File: config.mk
export PLATFORM = sky130hd
export DESIGN_NAME = wb_arbiter_flat
export DESIGN_NICKNAME = d
export VERILOG_FILES = /design/src/rtl/wb_arbiter_if.sv /design/src/rtl/wb_arbiter.sv /design/src/flat_wrapper.sv
export SDC_FILE = /design/constraint.sdc
export NUM_CORES = 1
export LEC_CHECK = 0
export CAP_MARGIN = 20
export CORE_MARGIN = 10
export CORE_UTILIZATION = 45
export CTS_CLUSTER_DIAMETER = 150
export CTS_CLUSTER_SIZE = 25
export DETAILED_ROUTE_END_ITERATION = 8
export PLACE_DENSITY = 0.83
export REMOVE_ABC_BUFFERS = 1
export SKIP_CTS_REPAIR_TIMING = 1
export SYNTH_ARGS = -nofsm -noshare
export SYNTH_HDL_FRONTEND = slang
export SYNTH_SLANG_ARGS = --single-unit
File: constraint.sdc
create_clock -name clk -period 2.6 [get_ports clk]
set_clock_uncertainty 0.05 [all_clocks]
set_input_delay 0.52 -clock clk [delete_from_list [all_inputs] [get_ports clk]]
set_output_delay 0.52 -clock clk [all_outputs]
set_load 0.01 [all_outputs]
File: src/rtl/wb_arbiter_if.sv
// Bus bundle between the writeback arbiter and its producers / register file.
// WB_PERF_EN adds the two performance counter outputs.
interface wb_arbiter_if #(
  parameter int DATA_WIDTH = 32,
  parameter int FIFO_DEPTH = 4
);
  localparam int CW = $clog2(FIFO_DEPTH) + 1;

  logic                  a_valid;
  logic                  a_ready;
  logic [4:0]            a_rd;
  logic [DATA_WIDTH-1:0] a_val;
  logic                  a_f;
  logic                  b_valid;
  logic                  b_ready;
  logic [4:0]            b_rd;
  logic [DATA_WIDTH-1:0] b_val;
  logic                  b_f;
  logic                  regWrite;
  logic [4:0]            rd;
  logic [DATA_WIDTH-1:0] rd_val;
  logic                  f_en;
  logic [CW-1:0]         fifo_count;
`ifdef WB_PERF_EN
  logic [15:0]           perf_force_cnt;
  logic [15:0]           perf_bfull_cnt;
`endif

  modport slave (
    input  a_valid, a_rd, a_val, a_f, b_valid, b_rd, b_val, b_f,
    output a_ready, b_ready, regWrite, rd, rd_val, f_en, fifo_count
`ifdef WB_PERF_EN
    , output perf_force_cnt, perf_bfull_cnt
`endif
  );

  modport master (
    output a_valid, a_rd, a_val, a_f, b_valid, b_rd, b_val, b_f,
    input  a_ready, b_ready, regWrite, rd, rd_val, f_en, fifo_count
`ifdef WB_PERF_EN
    , input perf_force_cnt, perf_bfull_cnt
`endif
  );
endinterface

File: src/rtl/wb_arbiter.sv
// Writeback arbiter: ALU results (A) vs. FIFO-buffered long-latency results (B),
// with an anti-starvation forced drain. WB_PERF_EN adds saturating perf counters.
module wb_arbiter #(
  parameter int DATA_WIDTH   = 32,
  parameter int FIFO_DEPTH   = 4,
  parameter int STARVE_LIMIT = 8
) (
  input logic         clk,
  input logic         rst,
  wb_arbiter_if.slave wb
);
  localparam int PW = $clog2(FIFO_DEPTH);
  localparam int CW = PW + 1;
  localparam int AW = $clog2(STARVE_LIMIT + 1);

  logic [4:0]            mem_rd_r  [FIFO_DEPTH];
  logic [DATA_WIDTH-1:0] mem_val_r [FIFO_DEPTH];
  logic                  mem_f_r   [FIFO_DEPTH];
  logic [PW-1:0]         wptr_r, rptr_r;
  logic [CW-1:0]         count_r;
  logic [AW-1:0]         age_r;

  logic                  empty_s, force_s, push_s, pop_s, sel_s, wr_s;
  logic [4:0]            sel_rd_s;
  logic [DATA_WIDTH-1:0] sel_val_s;
  logic                  sel_f_s;

  // Handshakes and source selection; force only ever holds while the FIFO is non-empty.
  always_comb begin
    empty_s    = (count_r == CW'(0));
    force_s    = (age_r == AW'(STARVE_LIMIT));
    wb.b_ready = !rst && (count_r < CW'(FIFO_DEPTH));
    wb.a_ready = !rst && !force_s;
    push_s     = wb.b_valid && wb.b_ready;
    pop_s      = 1'b0;
    sel_s      = 1'b0;
    sel_rd_s   = 5'd0;
    sel_val_s  = {DATA_WIDTH{1'b0}};
    sel_f_s    = 1'b0;
    if (force_s || (!wb.a_valid && !empty_s)) begin
      pop_s     = 1'b1;
      sel_s     = 1'b1;
      sel_rd_s  = mem_rd_r[rptr_r];
      sel_val_s = mem_val_r[rptr_r];
      sel_f_s   = mem_f_r[rptr_r];
    end else if (wb.a_valid) begin
      sel_s     = 1'b1;
      sel_rd_s  = wb.a_rd;
      sel_val_s = wb.a_val;
      sel_f_s   = wb.a_f;
    end else begin
      sel_s     = 1'b0;
    end
    // integer x0 is hardwired zero, so such a write collapses to idle output
    wr_s = sel_s && ((sel_rd_s != 5'd0) || sel_f_s);
  end

  // FIFO storage; contents need no reset since count gates every read.
  always_ff @(posedge clk) begin
    if (push_s) begin
      mem_rd_r[wptr_r]  <= wb.b_rd;
      mem_val_r[wptr_r] <= wb.b_val;
      mem_f_r[wptr_r]   <= wb.b_f;
    end
  end

  // Pointers, occupancy, head age and the registered write port.
  always_ff @(posedge clk) begin
    if (rst) begin
      wptr_r      <= PW'(0);
      rptr_r      <= PW'(0);
      count_r     <= CW'(0);
      age_r       <= AW'(0);
      wb.regWrite <= 1'b0;
      wb.rd       <= 5'd0;
      wb.rd_val   <= {DATA_WIDTH{1'b0}};
      wb.f_en     <= 1'b0;
    end else begin
      if (push_s) wptr_r <= wptr_r + PW'(1);
      if (pop_s)  rptr_r <= rptr_r + PW'(1);
      count_r     <= count_r + CW'(push_s) - CW'(pop_s);
      age_r       <= (empty_s || pop_s) ? AW'(0) : age_r + AW'(1);
      wb.regWrite <= wr_s;
      wb.rd       <= wr_s ? sel_rd_s : 5'd0;
      wb.rd_val   <= wr_s ? sel_val_s : {DATA_WIDTH{1'b0}};
      wb.f_en     <= wr_s ? sel_f_s : 1'b0;
    end
  end

  assign wb.fifo_count = count_r;

`ifdef WB_PERF_EN
  logic [15:0] force_cnt_r, bfull_cnt_r;

  // Saturating counters of forced drains and B back-pressure cycles.
  always_ff @(posedge clk) begin
    if (rst) begin
      force_cnt_r <= 16'd0;
      bfull_cnt_r <= 16'd0;
    end else begin
      if (force_s && (force_cnt_r != 16'hFFFF)) force_cnt_r <= force_cnt_r + 16'd1;
      if (wb.b_valid && !wb.b_ready && (bfull_cnt_r != 16'hFFFF)) bfull_cnt_r <= bfull_cnt_r + 16'd1;
    end
  end

  assign wb.perf_force_cnt = force_cnt_r;
  assign wb.perf_bfull_cnt = bfull_cnt_r;
`endif
endmodule

File: src/flat_wrapper.sv
// flat-port wrapper written by rule: the top's interface ports become plain ports
module wb_arbiter_flat 
#(
  parameter int DATA_WIDTH   = 32,
  parameter int FIFO_DEPTH   = 4,
  parameter int STARVE_LIMIT = 8
)
  (clk, rst, wb_a_valid, wb_a_rd, wb_a_val, wb_a_f, wb_b_valid, wb_b_rd, wb_b_val, wb_b_f, wb_a_ready, wb_b_ready, wb_regWrite, wb_rd, wb_rd_val, wb_f_en, wb_fifo_count);
  wb_arbiter_if #(.DATA_WIDTH(DATA_WIDTH), .FIFO_DEPTH(FIFO_DEPTH)) wb_i ();
  input logic clk;
  input logic rst;
  input wire logic [$bits(wb_i.a_valid)-1:0] wb_a_valid;
  input wire logic [$bits(wb_i.a_rd)-1:0] wb_a_rd;
  input wire logic [$bits(wb_i.a_val)-1:0] wb_a_val;
  input wire logic [$bits(wb_i.a_f)-1:0] wb_a_f;
  input wire logic [$bits(wb_i.b_valid)-1:0] wb_b_valid;
  input wire logic [$bits(wb_i.b_rd)-1:0] wb_b_rd;
  input wire logic [$bits(wb_i.b_val)-1:0] wb_b_val;
  input wire logic [$bits(wb_i.b_f)-1:0] wb_b_f;
  output wire logic [$bits(wb_i.a_ready)-1:0] wb_a_ready;
  output wire logic [$bits(wb_i.b_ready)-1:0] wb_b_ready;
  output wire logic [$bits(wb_i.regWrite)-1:0] wb_regWrite;
  output wire logic [$bits(wb_i.rd)-1:0] wb_rd;
  output wire logic [$bits(wb_i.rd_val)-1:0] wb_rd_val;
  output wire logic [$bits(wb_i.f_en)-1:0] wb_f_en;
  output wire logic [$bits(wb_i.fifo_count)-1:0] wb_fifo_count;
  assign wb_i.a_valid = wb_a_valid;
  assign wb_i.a_rd = wb_a_rd;
  assign wb_i.a_val = wb_a_val;
  assign wb_i.a_f = wb_a_f;
  assign wb_i.b_valid = wb_b_valid;
  assign wb_i.b_rd = wb_b_rd;
  assign wb_i.b_val = wb_b_val;
  assign wb_i.b_f = wb_b_f;
  assign wb_a_ready = wb_i.a_ready;
  assign wb_b_ready = wb_i.b_ready;
  assign wb_regWrite = wb_i.regWrite;
  assign wb_rd = wb_i.rd;
  assign wb_rd_val = wb_i.rd_val;
  assign wb_f_en = wb_i.f_en;
  assign wb_fifo_count = wb_i.fifo_count;
  wb_arbiter #(.DATA_WIDTH(DATA_WIDTH), .FIFO_DEPTH(FIFO_DEPTH), .STARVE_LIMIT(STARVE_LIMIT)) u_core (.clk(clk), .rst(rst), .wb(wb_i));
endmodule
==> results of run 1 <==
## registers in the layout, summed over array words and instances, names as in the netlist, named ones only
signal	cells
u_core.mem_rd_r	20
u_core.wb.fifo_count	3
u_core.mem_val_r	128
u_core.wb.rd	5
u_core.wptr_r	2
u_core.wb.f_en	1
u_core.wb.rd_val	32
u_core.mem_f_r	4
u_core.wb.regWrite	1
u_core.rptr_r	2
u_core.age_r	4
## critical path: stages
cell and delay [ns]:
sky130_fd_sc_hd__clkdlybuf4s50_1 0.47, sky130_fd_sc_hd__nor2_1 0.24, sky130_fd_sc_hd__clkdlybuf4s50_1 0.59
## power breakdown
| group | internal [mW] | leakage (nW) | switching (mW) | total (mW) |
|---|---|---|---|---|
| combinational | 1.03 | 1.18 | 0.850 | 1.88 |
| clock | 0.941 | 0.176 | 0.995 | 1.94 |
| sequential | 3.80 | 1.81 | 0.130 | 3.93 |
## per-stage QoR
step	cells	setup WS (ns)	power [mW]
2_1_floorplan	382	-0.957	5.04
3_3_place_gp	744	0.0972	5.85
3_5_place_dp	744	0.0502	5.91
4_1_cts	762	-0.0731	7.83
5_1_grt	763	0.112	8.11
6_report	763	0.208	7.74
## layer usage
layer / up-vias / GRT usage (%) / share of wire [%]
met5: - / 0 / 0.11
met4: 2 / 2.73 / 1.8
met3: 23 / 3.34 / 7.0
met2: 144 / 23.1 / 50
met1: 1994 / 16.7 / 41
li1: 1844 / - / -
## cells by family after synthesis
group | Yosys count | synth area share, %
AO/OA/AOI/OAI | 43 | 4.56
multiplexers | 38 | 11.5
AND/OR/NAND/NOR | 72 | 4.14
XOR/XNOR | 7 | 0.824
buffers and inverters | 32 | 2.07
adder cells (fa/ha/maj) | 9 | 1.61
flip-flops | 204 | 75.3
## worst min-delay path by stage
stage                          startpoint                          to  slack [ns]  cells after the start
2_1_floorplan  u_core.age_r[0]$_SDFF_PP0_  u_core.age_r[0]$_SDFF_PP0_        0.38                      1
3_3_place_gp   u_core.age_r[0]$_SDFF_PP0_  u_core.age_r[0]$_SDFF_PP0_        0.39                      1
3_5_place_dp   u_core.age_r[0]$_SDFF_PP0_  u_core.age_r[0]$_SDFF_PP0_        0.42                      1
4_1_cts        u_core.age_r[0]$_SDFF_PP0_  u_core.age_r[0]$_SDFF_PP0_        0.44                      1
5_1_grt        u_core.age_r[0]$_SDFF_PP0_  u_core.age_r[0]$_SDFF_PP0_        0.41                      1
6_report       u_core.age_r[0]$_SDFF_PP0_  u_core.age_r[0]$_SDFF_PP0_        0.39                      1
## cells in the final DEF (no fill, tap or decap), types with 2 or more instances in the layout
cell and instances:
sky130_fd_sc_hd__edfxtp_1 152, sky130_fd_sc_hd__clkdlybuf4s50_1 122, sky130_fd_sc_hd__nor2_1 50, sky130_fd_sc_hd__dfxtp_1 48
sky130_fd_sc_hd__mux4_2 38, sky130_fd_sc_hd__a22oi_1 37, sky130_fd_sc_hd__buf_4 19, sky130_fd_sc_hd__clkbuf_16 13
sky130_fd_sc_hd__inv_1 8, sky130_fd_sc_hd__ha_1 8, sky130_fd_sc_hd__nand2_1 6, sky130_fd_sc_hd__buf_12 5
sky130_fd_sc_hd__and3_2 4, sky130_fd_sc_hd__xnor2_1 4, sky130_fd_sc_hd__dfxtp_2 4, sky130_fd_sc_hd__clkbuf_1 4
sky130_fd_sc_hd__xor2_1 3, sky130_fd_sc_hd__and2_1 2, sky130_fd_sc_hd__nor4_1 2, sky130_fd_sc_hd__nand3_1 2
## final cells by class
type	instances	area, sq um	area share, %
Timing Repair Buffer	147	1480	15.6
Clock buffer	17	340	3.60
Inverter	9	33.8	0.357
Clock inverter	1	30.0	0.317
Tap cell	216	270	2.86
Sequential cell	204	5610	59.3
Multi-Input combinational cell	169	1700	18.0
==> results.md, run 1 <==
Detailed routing:
- The via total after detailed routing is between 4,000 and 5,000.
- The number of detailed-route iterations in the first pass is 5.
- The post-route antenna net violation count is 0.
- Dividing the detail-routed via count by the number of cells gives 5.25.
- The total wire length is approximately 15,000 microns.
- The first routing iteration left roughly 230 violations.
- After detailed routing, the average wire length per cell comes to 20.1 microns.
- The DRC violation count after routing is 0.

Setup path:
- The launch point of the critical path is rst.
- The worst setup path endpoint is wb_b_ready.
- The endpoint of the worst register-to-register path is u_core.wb.rd_val[13]$_SDFF_PP0_.
- The critical path start-end classification is input port to output pin.
- Of all nets on the critical path, the largest fanout is 4.
- The depth of the most critical reg-to-reg path is 6.
- The data required time of the critical path is 2.03 ns.
- STA classifies the critical path endpoint as an output pin.
- The setup slack of the worst register-to-register path is 0.32 ns.
- The signal arrival time at the worst endpoint is between 1.5 and 2 ns.
- STA classifies the critical path startpoint as an input port.

Die:
- The floorplan step defined a core boundary enclosing roughly 16,000 sq um.
- The die is 149 microns wide.
- 124 I/O pins were placed.
- The die area is roughly 22,000 sq um.
- In this run the vertical extent of the chip is ~150 microns.
- For this configuration, the core starts out at a cell density of 46.4%.
- In this run the core area contains 46 standard-cell rows.

Placement:
- Detailed placement finished with a half-perimeter wire length of about 10,000 microns.
- At the end of routability-driven placement, the weighted congestion stood at about 0.74.
- The count of input and output buffers is around 120.
- In this run the cell area measured after placement is between 9000 and 10,000 sq um.

Clock network:
- The clock transition at the register clock pins on the worst setup and hold paths after CTS is around 0.090 ns.
- The maximum buffer depth of the clock tree is 3.
- The clock sink total is about 200.
- The TritonCTS clock tree is done.
- The later pin in the worst-skew pair is clocked with a latency of ~0.47 ns.
- The root buffer cell is sky130_fd_sc_hd__clkbuf_16.
- The number of CTS-inserted buffers is 12.
- The maximum level of the CTS H-tree is 1.

STA:
- After layout, the worst path uses 92.0% of the clock period.
- The number of setup violations in the final report is 0.
- Setup repair after global routing left no endpoint under its margin.
- The number of pins exceeding their max-slew limit in the final report is 0.
- At the pin with the least slew margin, the transition time is 0.521 ns.
- The total count of hold-check failures in the final report is 0.
- Adding up every negative setup slack in the final design gives 0 ns.
- The fmax is about 0.42 GHz.
- Headroom to the max-slew limit came out at about two thirds.
- Subtracting the final worst setup slack from the clock period gives between 2 and 2.5 ns.
- The worst hold margin is around 0.39 ns.

Final layout:
- Cells fill slightly below 60% of the core in the end.
- For this run, the post-layout net count is 632.
- Counting the fill cells in the layout gives 1,184.
- The growth of design area from synthesis to finish is 27.1%.
- After routing the design area is around 9500 sq um.
- The number of inserted diodes is 0.
- The share of final-layout standard cells stronger than drive strength 1 is between 10% and 20%.

Synth:
- The number of distinct standard cells referenced by the synthesized netlist is 30.
- The leading cell type by number of instances after synthesis is sky130_fd_sc_hd__edfxtp_1.
- The number of standard cells after synthesis is 405.
- Counting flops with a built-in enable in the synthesized netlist gives ~150.
- By count the netlist is led by sky130_fd_sc_hd__edfxtp_1, sky130_fd_sc_hd__dfxtp_1, sky130_fd_sc_hd__nor2_1.
- By area the synthesized netlist is led by sky130_fd_sc_hd__edfxtp_1, sky130_fd_sc_hd__dfxtp_1, sky130_fd_sc_hd__mux4_2.
- The sequential element share of the synthesized area is between 70% and 80%.
- The share of async-settable or async-resettable flops after synthesis is 0%.
- The post-synthesis cell type with the largest combined area is sky130_fd_sc_hd__edfxtp_1.
- The flop and latch count out of synthesis is roughly 200.
- The average instance in the mapped netlist occupies ~18 sq um.
- After synthesis, the largest area contributor takes up between 60 and 70% of total cell area.
- The dominant synthesized flop cell is sky130_fd_sc_hd__edfxtp_1.
- The cell area that synthesis handed to floorplanning was ~7400 sq um.
- The count of synthesis-stage warnings from yosys is 0.

Power:
- The analysis attributes to cell leakage a power of between 3 and 4 nW.
- The power per unit of standard cell area is just over 800 nW/um^2.
- The largest voltage drop on the vdd net is 0.715 mV.

Global routing:
- The sum of overflow across all layers after global routing is 0.
- The total global routing track utilization is 13.4%.
- The first global-routing pass estimated 23,300 microns of wire.
- Entering global routing, the biggest net connects 42 pins.
- The initial antenna violation count was 1.
- The via count of the first global-routing pass is between 4,000 and 5,000.

Run:
- The tool flagged a number of max-cap violations equal to 0.

Run status:
- The run finished with clean final reports.

Hold path:
- In this run the worst hold path is classified as flop to flop.
(Power assumes the default switching activity.)
==> inputs of run 2 (changes only) <==
--- a/config.mk
+++ b/config.mk
@@ -11,7 +11,8 @@
 export CTS_CLUSTER_DIAMETER = 150
 export CTS_CLUSTER_SIZE = 25
 export DETAILED_ROUTE_END_ITERATION = 8
-export PLACE_DENSITY = 0.83
+export HOLD_SLACK_MARGIN = 0.15
+export PLACE_DENSITY = 0.72
 export REMOVE_ABC_BUFFERS = 1
 export SKIP_CTS_REPAIR_TIMING = 1
 export SYNTH_ARGS = -nofsm -noshare
==> run 2 against run 1 <==
First-iteration DRC count decreased by 4.3%. Routed wire length increased by 2.5%. Final cell count decreased by 0.13%. Power increased by 0.54%. Global-route usage increased by 0.61 points. Combinational power about the same. Sequential share of layout area increased by 0.11 points. Clock power about the same. Fmax decreased by 3.4%. Core utilization decreased by 0.11 points. Worst hold slack improved by 0.038 ns. Sequential cell count unchanged. Critical endpoint is now wb_a_ready.
==> results.md, run 2 (synthesis gave the netlist of run 1 again) <==
Final layout:
- The cell area after layout is 9450 sq um.
- The library cells used most frequently in the layout, excluding fill and tap cells, are sky130_fd_sc_hd__edfxtp_1, sky130_fd_sc_hd__clkdlybuf4s50_1, sky130_fd_sc_hd__nor2_1, sky130_fd_sc_hd__dfxtp_1, sky130_fd_sc_hd__mux4_2.
- Leaving out fill and tap cells, the most frequent cell in the layout is sky130_fd_sc_hd__edfxtp_1.
- The final net count is approximately 630.
- The register with the most flip-flops in the final layout is u_core.mem_val_r.
- Of the cells placed in the final design, the portion with a size suffix greater than 1 is roughly 15%.
- The largest registers in the layout are u_core.mem_val_r x128, u_core.wb.rd_val x32, u_core.mem_rd_r x20.
- The growth of design area from synthesis to finish is 26.9%.
- The number of inserted diodes is 0.
- The number of flip-flops under the largest register name is 128.

Detailed routing:
- The first detailed-routing pass ran for 7 iterations.
- Summed over all layers, the routed wires come to around 16,000 microns.
- The number of DRC violations after detailed-routing iteration 0 is 224.
- The vias per cell is ~5.3.
- The routed layout has about 4,000 vias.
- The DRC violation count after routing is 0.
- The average wire per cell in the routed design is 20.6 microns.
- The count of nets left with antenna violations once routing finished came out at 0.

Global routing:
- The initial antenna violation count was 0.
- In the global route stage, overall resource usage came out at between 10% and 20%.
- The layer carrying the most global-route usage is met2.
- The first global-routing pass estimated around 24,000 microns of wire.
- For met3 alone, demand over resource in global routing was around 3.5%.
- Global routing used around a quarter of the available met2 tracks.
- The via count of the first global-routing pass is ~4,300.
- The pin count of the biggest net entering global routing is 42.
- In the global route stage, met1 resource usage came out at between 10% and 20%.
- The sum of overflow across all layers after global routing is 0.

Die:
- The starting utilization of the core area is between 40% and 50%.
- The die extent in x is ~150 microns.
- In this run the count of I/O pins placed on the die edge is 124.
- The die area is around 22,000 sq um.
- The placeable core area is about 16,000 sq um.
- In this run the vertical extent of the chip is around 150 microns.
- The total number of placement rows is 46.

Placement:
- The final weighted congestion of routability-driven global placement is 0.718.
- Summed over all nets, the half-perimeter wirelength after detailed placement is 10,100 microns.
- In this run the cell area measured after placement is just over 9000 sq um.
- The count of input and output buffers is about 120.

Setup path:
- The instance count on the critical path is 5.
- In this run the worst setup path begins at u_core.age_r[0]$_SDFF_PP0_.
- The setup path with the least slack is of type flop to output pin.
- Along the worst path, the maximum fanout reaches 4.
- The signal on the critical path passes through inv_1 > ha_1 > nand3b_1 > and2_1 > clkdlybuf4s50_1.
- The worst register-to-register path begins at u_core.age_r[0]$_SDFF_PP0_.
- STA puts the critical path data required time at slightly above 2 ns.
- The gate family responsible for the most delay along the worst path is buffers and inverters.
- The number of buffers and inverters on the critical path is 2.
- The kind of capture point of the worst setup path is an output pin.
- The largest single stage delay on the critical path is between 0.5 and 0.6 ns.
- Data on the critical path arrives at its endpoint at 1.91 ns.
- The type of origin of the critical path is a flop.
- The setup check on the worst reg-to-reg path leaves a slack of 0.18 ns.
- The endpoint of the worst register-to-register path is u_core.wb.fifo_count[2]$_SDFF_PP0_.
- The depth of the most critical reg-to-reg path is 13.
- For this design, the slowest cell found on the critical path is sky130_fd_sc_hd__clkdlybuf4s50_1.

Hold path:
- In this run the most critical hold path is launched from u_core.age_r[0]$_SDFF_PP0_.
- The path class of the lowest-slack min-delay path is flop to flop.
- The cell depth of the worst min-delay path is 1.
- The worst-case hold path end point is u_core.age_r[0]$_SDFF_PP0_.

Clock network:
- Counting the buffers created by CTS gives 12.
- In this run the number of H-tree levels came out at 1.
- TritonCTS built the clock tree.
- Counting along the longest clock path gives a buffer depth of 3.
- The latest clock arrival within the worst-skew pair is about 0.45 ns.
- Clock tree synthesis found a total of roughly 200 sinks.
- Clock-pin slew was measured on the worst setup and hold paths at roughly 0.09 ns.
- The root buffer cell is sky130_fd_sc_hd__clkbuf_16.

Power:
- The static power due to leakage is between 3 and 4 nW.
- Across the VDD grid, the largest voltage drop is 0.450 mV.
- In this run the power density over the cells is between 800 and 900 nW/um^2.
- Overall power consumption after layout is estimated at roughly 8 mW.

STA:
- The total count of hold-check failures in the final report is 0.
- The shortest period the worst path allows is roughly 2.5 ns.
- The relative slew slack is roughly 64%.
- The pin slew with the least headroom to its limit is 0.537 ns.
- For the final routed database, the setup TNS stands at 0 ns.
- The fmax is approximately 0.40 GHz.
- The final critical-path share of the clock period is between 90 and 100%.
- The number of pins exceeding their max-slew limit in the final report was 0.
- The number of setup violations in the final report is 0.

Run status:
- The flow ran to the end, and the final reports show no timing, DRC or antenna violations.

Run:
- Max-cap violations in this run came to 0.
[run 2: cell count changes in the layout (fill, tap and decap cells not counted)]
cell                              change
sky130_fd_sc_hd__dfxtp_2              -3
sky130_fd_sc_hd__dfxtp_1              +2
sky130_fd_sc_hd__clkdlybuf4s50_1      +1
sky130_fd_sc_hd__dlymetal6s2s_1       -1
sky130_fd_sc_hd__clkbuf_1             +2
sky130_fd_sc_hd__buf_4                -3
sky130_fd_sc_hd__dfxtp_4              +1
[run 2: layer usage]
layer | routed length [microns] | part of all wire, %
met3 | 1150 | 7.3
met2 | 7700 | 49
met1 | 6700 | 43
met5 | 0 | 0
met4 | 172 | 1.1
[run 2: metrics by stage]
| stage | setup WS, ns | hold WS, ns | utilization [%] | std cells |
|---|---|---|---|---|
| 4_1_cts | -0.0398 | 0.435 | 58.7 | 760 |
| 3_5_place_dp | 0.0188 | 0.412 | 56.4 | 740 |
| 6_report | 0.124 | 0.432 | 58.8 | 762 |
| 2_1_floorplan | -0.957 | 0.380 | - | 382 |
| 3_3_place_gp | 0.0986 | 0.389 | 56.4 | 740 |
| 5_1_grt | -0.0189 | 0.501 | 58.8 | 762 |
[run 2: area by class of cell]
class / count / area, sq um
clock inverters: 1 / 30.0
inverters: 9 / 33.8
clock buffers: 19 / 348
well taps: 216 / 270
multi-input cells: 169 / 1700
repair buffers: 144 / 1450
flip-flops and latches: 204 / 5610
fillers: 1217 / 6610
[run 2: worst max path at each step]
stage                                          to  slack [ns]
2_1_floorplan      u_core.wb.rd_val[0]$_SDFF_PP0_       -0.96
3_3_place_gp   u_core.wb.fifo_count[2]$_SDFF_PP0_         0.1
3_5_place_dp   u_core.wb.fifo_count[2]$_SDFF_PP0_        0.02
4_1_cts                                wb_a_ready       -0.04
5_1_grt                                wb_a_ready       -0.02
6_report                               wb_a_ready        0.12
[run 2: power breakdown]
part | switching, mW | total [mW] | internal [mW]
clock network | 1.01 | 1.96 | 0.953
registers | 0.148 | 3.95 | 3.80
logic | 0.850 | 1.88 | 1.03
